$ cat src/rtl/a5_pkg.sv
// Shared constants, FSM state type and majority helper for the A5/1-style cipher core.
// The tap indices are shared with the X/Y/Z LFSR modules.
package a5_pkg;

    localparam int unsigned KEY_W   = 64;
    localparam int unsigned FRAME_W = 22;
    localparam int unsigned WARMUP  = 100;
    localparam int unsigned CNT_W   = 7;

    localparam int unsigned X_CLK_TAP = 8;
    localparam int unsigned Y_CLK_TAP = 10;
    localparam int unsigned Z_CLK_TAP = 10;

    localparam logic [CNT_W-1:0] KeyLast    = CNT_W'(KEY_W - 1);
    localparam logic [CNT_W-1:0] FrameLast  = CNT_W'(FRAME_W - 1);
    localparam logic [CNT_W-1:0] WarmupLast = CNT_W'(WARMUP - 1);

    typedef enum logic [2:0] {
        StIdle,
        StClear,
        StLoadKey,
        StLoadFrame,
        StWarmup,
        StReady
    } state_e;

    function automatic logic maj3(input logic a, input logic b, input logic c);
        return (a & b) | (a & c) | (b & c);
    endfunction

endpackage

$ cat src/rtl/a5_key_loader_if.sv
// LFSR load interface: the loader (master) drives clear/shift/trigger towards the X/Y/Z
// registers and receives start, key, frame and the three clocking taps.
interface a5_key_loader_if;
    import a5_pkg::*;

    logic               start;
    logic [KEY_W-1:0]   key;
    logic [FRAME_W-1:0] frame;
    logic               x_clk_bit;
    logic               y_clk_bit;
    logic               z_clk_bit;
    logic               lfsr_clear;
    logic               shift_bit;
    logic               trigger_x;
    logic               trigger_y;
    logic               trigger_z;
    logic               busy;
    logic               ready;
    logic               done;

    modport master (
        input  start, key, frame, x_clk_bit, y_clk_bit, z_clk_bit,
        output lfsr_clear, shift_bit, trigger_x, trigger_y, trigger_z, busy, ready, done
    );

    modport slave (
        output start, key, frame, x_clk_bit, y_clk_bit, z_clk_bit,
        input  lfsr_clear, shift_bit, trigger_x, trigger_y, trigger_z, busy, ready, done
    );

endinterface

$ cat src/rtl/a5_majority.sv
// Majority clocking rule: a register steps when its clocking tap agrees with the majority.
// Also used by the encrypt datapath for run-time clocking.
module a5_majority
    import a5_pkg::*;
(
    input  logic x_clk_bit_i,
    input  logic y_clk_bit_i,
    input  logic z_clk_bit_i,
    output logic trigger_x_o,
    output logic trigger_y_o,
    output logic trigger_z_o
);

    logic m;

    assign m           = maj3(x_clk_bit_i, y_clk_bit_i, z_clk_bit_i);
    assign trigger_x_o = ~(x_clk_bit_i ^ m);
    assign trigger_y_o = ~(y_clk_bit_i ^ m);
    assign trigger_z_o = ~(z_clk_bit_i ^ m);

endmodule

$ cat src/rtl/a5_key_loader.sv
// Initialisation sequencer: clear, serial key/frame load into X/Y/Z, majority-clocked warm-up,
// then hand over LFSR clocking by raising ready.
module a5_key_loader
    import a5_pkg::*;
(
    input  logic             clk,
    input  logic             reset,
    a5_key_loader_if.master  lif
);

    state_e             state_q;
    logic [CNT_W-1:0]   cnt_q;
    logic [KEY_W-1:0]   key_sr_q;
    logic [FRAME_W-1:0] frame_sr_q;
    logic               clear_q;
    logic               busy_q;
    logic               ready_q;
    logic               done_q;

    logic maj_x, maj_y, maj_z;

    always_ff @(posedge clk) begin
        if (reset) begin
            state_q    <= StIdle;
            cnt_q      <= '0;
            key_sr_q   <= '0;
            frame_sr_q <= '0;
            clear_q    <= 1'b0;
            busy_q     <= 1'b0;
            ready_q    <= 1'b0;
            done_q     <= 1'b0;
        end else begin
            clear_q <= 1'b0;
            done_q  <= 1'b0;
            case (state_q)
                StIdle, StReady: begin
                    if (lif.start) begin
                        key_sr_q   <= lif.key;
                        frame_sr_q <= lif.frame;
                        cnt_q      <= '0;
                        clear_q    <= 1'b1;
                        busy_q     <= 1'b1;
                        ready_q    <= 1'b0;
                        state_q    <= StClear;
                    end
                end
                StClear: begin
                    cnt_q   <= '0;
                    state_q <= StLoadKey;
                end
                StLoadKey: begin
                    key_sr_q <= key_sr_q >> 1;
                    if (cnt_q == KeyLast) begin
                        cnt_q   <= '0;
                        state_q <= StLoadFrame;
                    end else begin
                        cnt_q <= cnt_q + 1'b1;
                    end
                end
                StLoadFrame: begin
                    frame_sr_q <= frame_sr_q >> 1;
                    if (cnt_q == FrameLast) begin
                        cnt_q   <= '0;
                        state_q <= StWarmup;
                    end else begin
                        cnt_q <= cnt_q + 1'b1;
                    end
                end
                StWarmup: begin
                    if (cnt_q == WarmupLast) begin
                        cnt_q   <= '0;
                        busy_q  <= 1'b0;
                        ready_q <= 1'b1;
                        done_q  <= 1'b1;
                        state_q <= StReady;
                    end else begin
                        cnt_q <= cnt_q + 1'b1;
                    end
                end
                default: begin
                    cnt_q   <= '0;
                    busy_q  <= 1'b0;
                    ready_q <= 1'b0;
                    state_q <= StIdle;
                end
            endcase
        end
    end

    a5_majority u_majority (
        .x_clk_bit_i (lif.x_clk_bit),
        .y_clk_bit_i (lif.y_clk_bit),
        .z_clk_bit_i (lif.z_clk_bit),
        .trigger_x_o (maj_x),
        .trigger_y_o (maj_y),
        .trigger_z_o (maj_z)
    );

    // Shift registers present their LSB; triggers only go combinational during warm-up.
    always_comb begin
        lif.shift_bit = 1'b0;
        lif.trigger_x = 1'b0;
        lif.trigger_y = 1'b0;
        lif.trigger_z = 1'b0;
        case (state_q)
            StLoadKey: begin
                lif.shift_bit = key_sr_q[0];
                lif.trigger_x = 1'b1;
                lif.trigger_y = 1'b1;
                lif.trigger_z = 1'b1;
            end
            StLoadFrame: begin
                lif.shift_bit = frame_sr_q[0];
                lif.trigger_x = 1'b1;
                lif.trigger_y = 1'b1;
                lif.trigger_z = 1'b1;
            end
            StWarmup: begin
                lif.trigger_x = maj_x;
                lif.trigger_y = maj_y;
                lif.trigger_z = maj_z;
            end
            default: ;
        endcase
    end

    assign lif.lfsr_clear = clear_q;
    assign lif.busy       = busy_q;
    assign lif.ready      = ready_q;
    assign lif.done       = done_q;

endmodule

$ cat src/flat_wrapper.sv
// flat-port wrapper written by rule: the top's interface ports become plain ports
module a5_key_loader_flat import a5_pkg::*;
  (clk, reset, lif_start, lif_key, lif_frame, lif_x_clk_bit, lif_y_clk_bit, lif_z_clk_bit, lif_lfsr_clear, lif_shift_bit, lif_trigger_x, lif_trigger_y, lif_trigger_z, lif_busy, lif_ready, lif_done);
  a5_key_loader_if lif_i ();
  input  logic clk;
  input  logic reset;
  input wire logic [$bits(lif_i.start)-1:0] lif_start;
  input wire logic [$bits(lif_i.key)-1:0] lif_key;
  input wire logic [$bits(lif_i.frame)-1:0] lif_frame;
  input wire logic [$bits(lif_i.x_clk_bit)-1:0] lif_x_clk_bit;
  input wire logic [$bits(lif_i.y_clk_bit)-1:0] lif_y_clk_bit;
  input wire logic [$bits(lif_i.z_clk_bit)-1:0] lif_z_clk_bit;
  output wire logic [$bits(lif_i.lfsr_clear)-1:0] lif_lfsr_clear;
  output wire logic [$bits(lif_i.shift_bit)-1:0] lif_shift_bit;
  output wire logic [$bits(lif_i.trigger_x)-1:0] lif_trigger_x;
  output wire logic [$bits(lif_i.trigger_y)-1:0] lif_trigger_y;
  output wire logic [$bits(lif_i.trigger_z)-1:0] lif_trigger_z;
  output wire logic [$bits(lif_i.busy)-1:0] lif_busy;
  output wire logic [$bits(lif_i.ready)-1:0] lif_ready;
  output wire logic [$bits(lif_i.done)-1:0] lif_done;
  assign lif_i.start = lif_start;
  assign lif_i.key = lif_key;
  assign lif_i.frame = lif_frame;
  assign lif_i.x_clk_bit = lif_x_clk_bit;
  assign lif_i.y_clk_bit = lif_y_clk_bit;
  assign lif_i.z_clk_bit = lif_z_clk_bit;
  assign lif_lfsr_clear = lif_i.lfsr_clear;
  assign lif_shift_bit = lif_i.shift_bit;
  assign lif_trigger_x = lif_i.trigger_x;
  assign lif_trigger_y = lif_i.trigger_y;
  assign lif_trigger_z = lif_i.trigger_z;
  assign lif_busy = lif_i.busy;
  assign lif_ready = lif_i.ready;
  assign lif_done = lif_i.done;
  a5_key_loader u_core (.clk(clk), .reset(reset), .lif(lif_i));
endmodule
$ cat config.mk
export PLATFORM = sky130hd
export DESIGN_NAME = a5_key_loader_flat
export DESIGN_NICKNAME = d
export VERILOG_FILES = /design/src/rtl/a5_pkg.sv /design/src/rtl/a5_key_loader_if.sv /design/src/rtl/a5_majority.sv /design/src/rtl/a5_key_loader.sv /design/src/flat_wrapper.sv
export SDC_FILE = /design/constraint.sdc
export NUM_CORES = 1
export LEC_CHECK = 0
export CELL_PAD_IN_SITES_DETAIL_PLACEMENT = 1
export CELL_PAD_IN_SITES_GLOBAL_PLACEMENT = 1
export CORE_MARGIN = 8
export CORE_UTILIZATION = 46
export CTS_CLUSTER_SIZE = 20
export DETAILED_ROUTE_END_ITERATION = 6
export DONT_BUFFER_PORTS = 1
export PLACE_DENSITY = 0.84
export SLEW_MARGIN = 5
export SYNTH_ARGS = -nofsm -noshare
export SYNTH_HDL_FRONTEND = slang
export SYNTH_SLANG_ARGS = --single-unit
$ cat constraint.sdc
create_clock -name clk -period 2 [get_ports clk]
set_input_delay 0.4 -clock clk [delete_from_list [all_inputs] [get_ports clk]]
set_output_delay 0.4 -clock clk [all_outputs]
set_load 0.01 [all_outputs]
==> results of run 1 <==
## path summary, 6_finish.rpt
path | end | startpoint | depth (start not counted) | slack, ps
worst min-delay path | u_core.frame_sr_q[11] | reset | 1 | 110
worst min register to register | u_core.key_sr_q[35] | u_core.key_sr_q[35] | 2 | 460
worst max-delay path | lif_trigger_z | u_core.state_q[1] | 3 | 160
worst max register to register | u_core.cnt_q[2] | u_core.cnt_q[3] | 5 | 180
## cells by family after synthesis
kind of cell               count (synthesis)
muxes                                      2
xor gates and xnor gates                   3
DFF                                      100
adders and majority gates                  2
buffers and inverters                     48
AOI/OAI and AO/OA                        144
and+or+nand+nor                          237
## what timing repair did
action	CTS	global route
endpoints found under the setup margin	3	3
buffers inserted	0	3
gates resized for setup	1	0
pin swaps	0	1
## where the power goes
part           switching (mW)  internal [mW]  leakage, nW
registers               0.326           2.52        0.821
logic                    1.42          0.850        0.787
clock network           0.737          0.637        0.107
total                    2.48           4.00         1.71
## cells in the final DEF, fill, tap and decap left out, types with 2 or more instances in the layout
cell type  instances
a211o_1            2
nor2_1            79
nor4_1            18
a21o_1             2
nand2_2            2
nand3_1           10
clkbuf_8          10
o211ai_1           3
mux2i_1            2
a311oi_1          21
o21ai_0            3
a21oi_1           53
nor3_1             3
inv_1              5
nand2b_1           2
nor2b_1            2
nor4b_1            2
a221oi_1           2
nand2_1          103
or3_1              3
xnor2_1            3
o21a_1             2
nor2_4             3
inv_8              2
a31oi_1            2
o21bai_1           2
a22oi_1           47
dfxtp_1          100
buf_12             2
buf_4             14
ha_1               2
## sequential cells by signal, indices dropped and copies added, names as in the netlist
signal / cells
u_core.lif.ready: 1
u_core.lif.done: 1
u_core.key_sr_q: 64
u_core.frame_sr_q: 22
u_core.cnt_q: 7
u_core.lif.busy: 1
u_core.state_q: 3
u_core.lif.lfsr_clear: 1
## layout make-up
cell class / instances / area [um2]
clock buffers: 10 / 138
clock inverters: 6 / 77.6
fillers: 1100 / 4540
inverters: 5 / 18.8
multi-input cells: 388 / 2140
flip-flops and latches: 100 / 2000
well taps: 111 / 139
repair buffers: 16 / 145
## layer usage
metal  global-route usage  wire, um  vias to the layer above  part of all wire
li1                     -         -                     1865                 -
met3               0.0564       718                       10             0.062
met2                0.305      5710                       85              0.49
met5                    0         0                        -                 0
met4               0.0560       114                        0            0.0098
met1                0.210      5090                     1814              0.44
## through the flow
stage / setup slack [ps] / instances / power (mW) / cell area [um2]
6_report: 157 / 636 / 6.49 / 4660
5_1_grt: 42.2 / 636 / 6.97 / 4660
4_1_cts: 28.8 / 633 / 6.52 / 4640
3_5_place_dp: 203 / 617 / 5.10 / 4420
3_3_place_gp: 304 / 617 / 4.96 / 4420
2_1_floorplan: 382 / 536 / 4.59 / 4360
## worst register-to-register path, cell delays in order, from the launching register on
cell	delay, ps
dfxtp_1	400
nor4b_2	310
nand3_2	220
a32oi_4	400
nor4b_1	100
a211o_1	280
==> results.toml, run 1 <==
[sta]
min_period_ps = 1840
slew_violations = 0
worst_pin_slew_ps = 613
tns_ps = 0
finalHoldViolCount = 0
clock_skew_ps = 15.7
slew_headroom = 0.590
rsz0062_at_grt = "false"
setup_viol = 0
fmax_mhz = 543
hold_slack_ps = 106
final.period_utilization = 0.921

[routing]
routedWlPerCell_um = 18.3
ant_nets = 0
dr.pass1.iters = 5
drc = 0
vias_per_cell = 5.93
routed_wl_um = 11600
routed-via-count = 3774
drt_iter0_markers = 239

[synthesis]
synthMuxAreaShare = 0.00460
netlist_area_um2 = 4360
yosys-top-cells-area = "dfxtp_1 46%, nand2_1 8.9%, a22oi_1 8.1%, nor2_1 6.9%, a21oi_1 6.1%"
synth_seq_cells = 100
synth.largest_area_cell = "dfxtp_1"
synth_area_per_cell_um2 = 8.13
synth_edf_count = 0
synth_xor_area_frac = 0.00603
netlist.area_leader.share = 0.460
seq_area_frac_synth = 0.460
synth_compound_area_frac = 0.230
synth_cell_types = 46
async_reset_ff_frac = 0
synthCells = 536
synth_top_family_by_area = "simple AND/OR/NAND/NOR gates"
synthAdderAreaFrac = 0.00574
synth_most_common_cell = "nand2_1"
syn_nets = 630
synth_commonest_cells = "103 x nand2_1, 100 x dfxtp_1, 80 x nor2_1"
yosys.area_share.simple = 0.240
yosys_warnings = 0
synth-main-ff-cell = "dfxtp_1"

[worst_setup_path]
path_max_fanout = 10
slowest_delay_ps = 450
path_buf_inv = 0
crit_family = "flip-flops"
startpoint_type = "flop"
crit_chain = "nor2_4 > o211ai_1 > a21oi_1"
path_class = "flop to primary output"
crit_slowest_cell = "dfxtp_1"
worstPathRequired_ps = 1600
crit_path_end_kind = "primary output"
crit_arrival_ps = 1440

[final_layout]
drive_gt1_frac = 0.0876
num_antenna_cells = 0
fin_nets = 614
areaGrowthSynthToFinish_pct = 6.95
final_core_utilization = 0.507

[job]
maxCapViolCount = 0

[die]
pin_count = 100
rows = 35
core_region_area_um2 = 9200
die_area_um2 = 12800
start_util = 0.474
die_x_um = 113
die_h_um = 113

[placed_design]
dp_hpwl_um = 8100
io_buffers = 0
gp_congestion = 0.786

[cts]
cts_hold_buf = 0
htreeDepth = 3
cts-buffers-inserted = 9
clock_latency_ps = 370
cts_sinks = 100
root_buffer = "clkbuf_8"
clk_pin_slew_ps = 100
cts_max_path_buffers = 2
cts_tree = "built"

[global_route]
grt.total_usage = 0.179
grt_max_degree = 95
grt-ovfl-total = 0
grt_pass1_vias = 3786
antenna_found_initial = 0
grt_pass1_wl_um = 18800

[run_status]
status = "complete, no violations"

[power]
p_leak_nw = 1.71
ir_drop_mv = 0.503
power_density_nw_per_um2 = 1390

[min_path]
holdCritPathClass = "primary input to flop"
No activity file was read; power rests on OpenSTA's default activity.
==> inputs of run 2 (changes only) <==
--- a/config.mk
+++ b/config.mk
@@ -9,6 +9,7 @@
 export CELL_PAD_IN_SITES_GLOBAL_PLACEMENT = 1
 export CORE_MARGIN = 8
 export CORE_UTILIZATION = 46
+export CTS_BUF_LIST = sky130_fd_sc_hd__clkbuf_8 sky130_fd_sc_hd__clkbuf_16
 export CTS_CLUSTER_SIZE = 20
 export DETAILED_ROUTE_END_ITERATION = 6
 export DONT_BUFFER_PORTS = 1
==> results of run 2 <==
The final DEF is identical to that of run 1; final timing and power are the same.
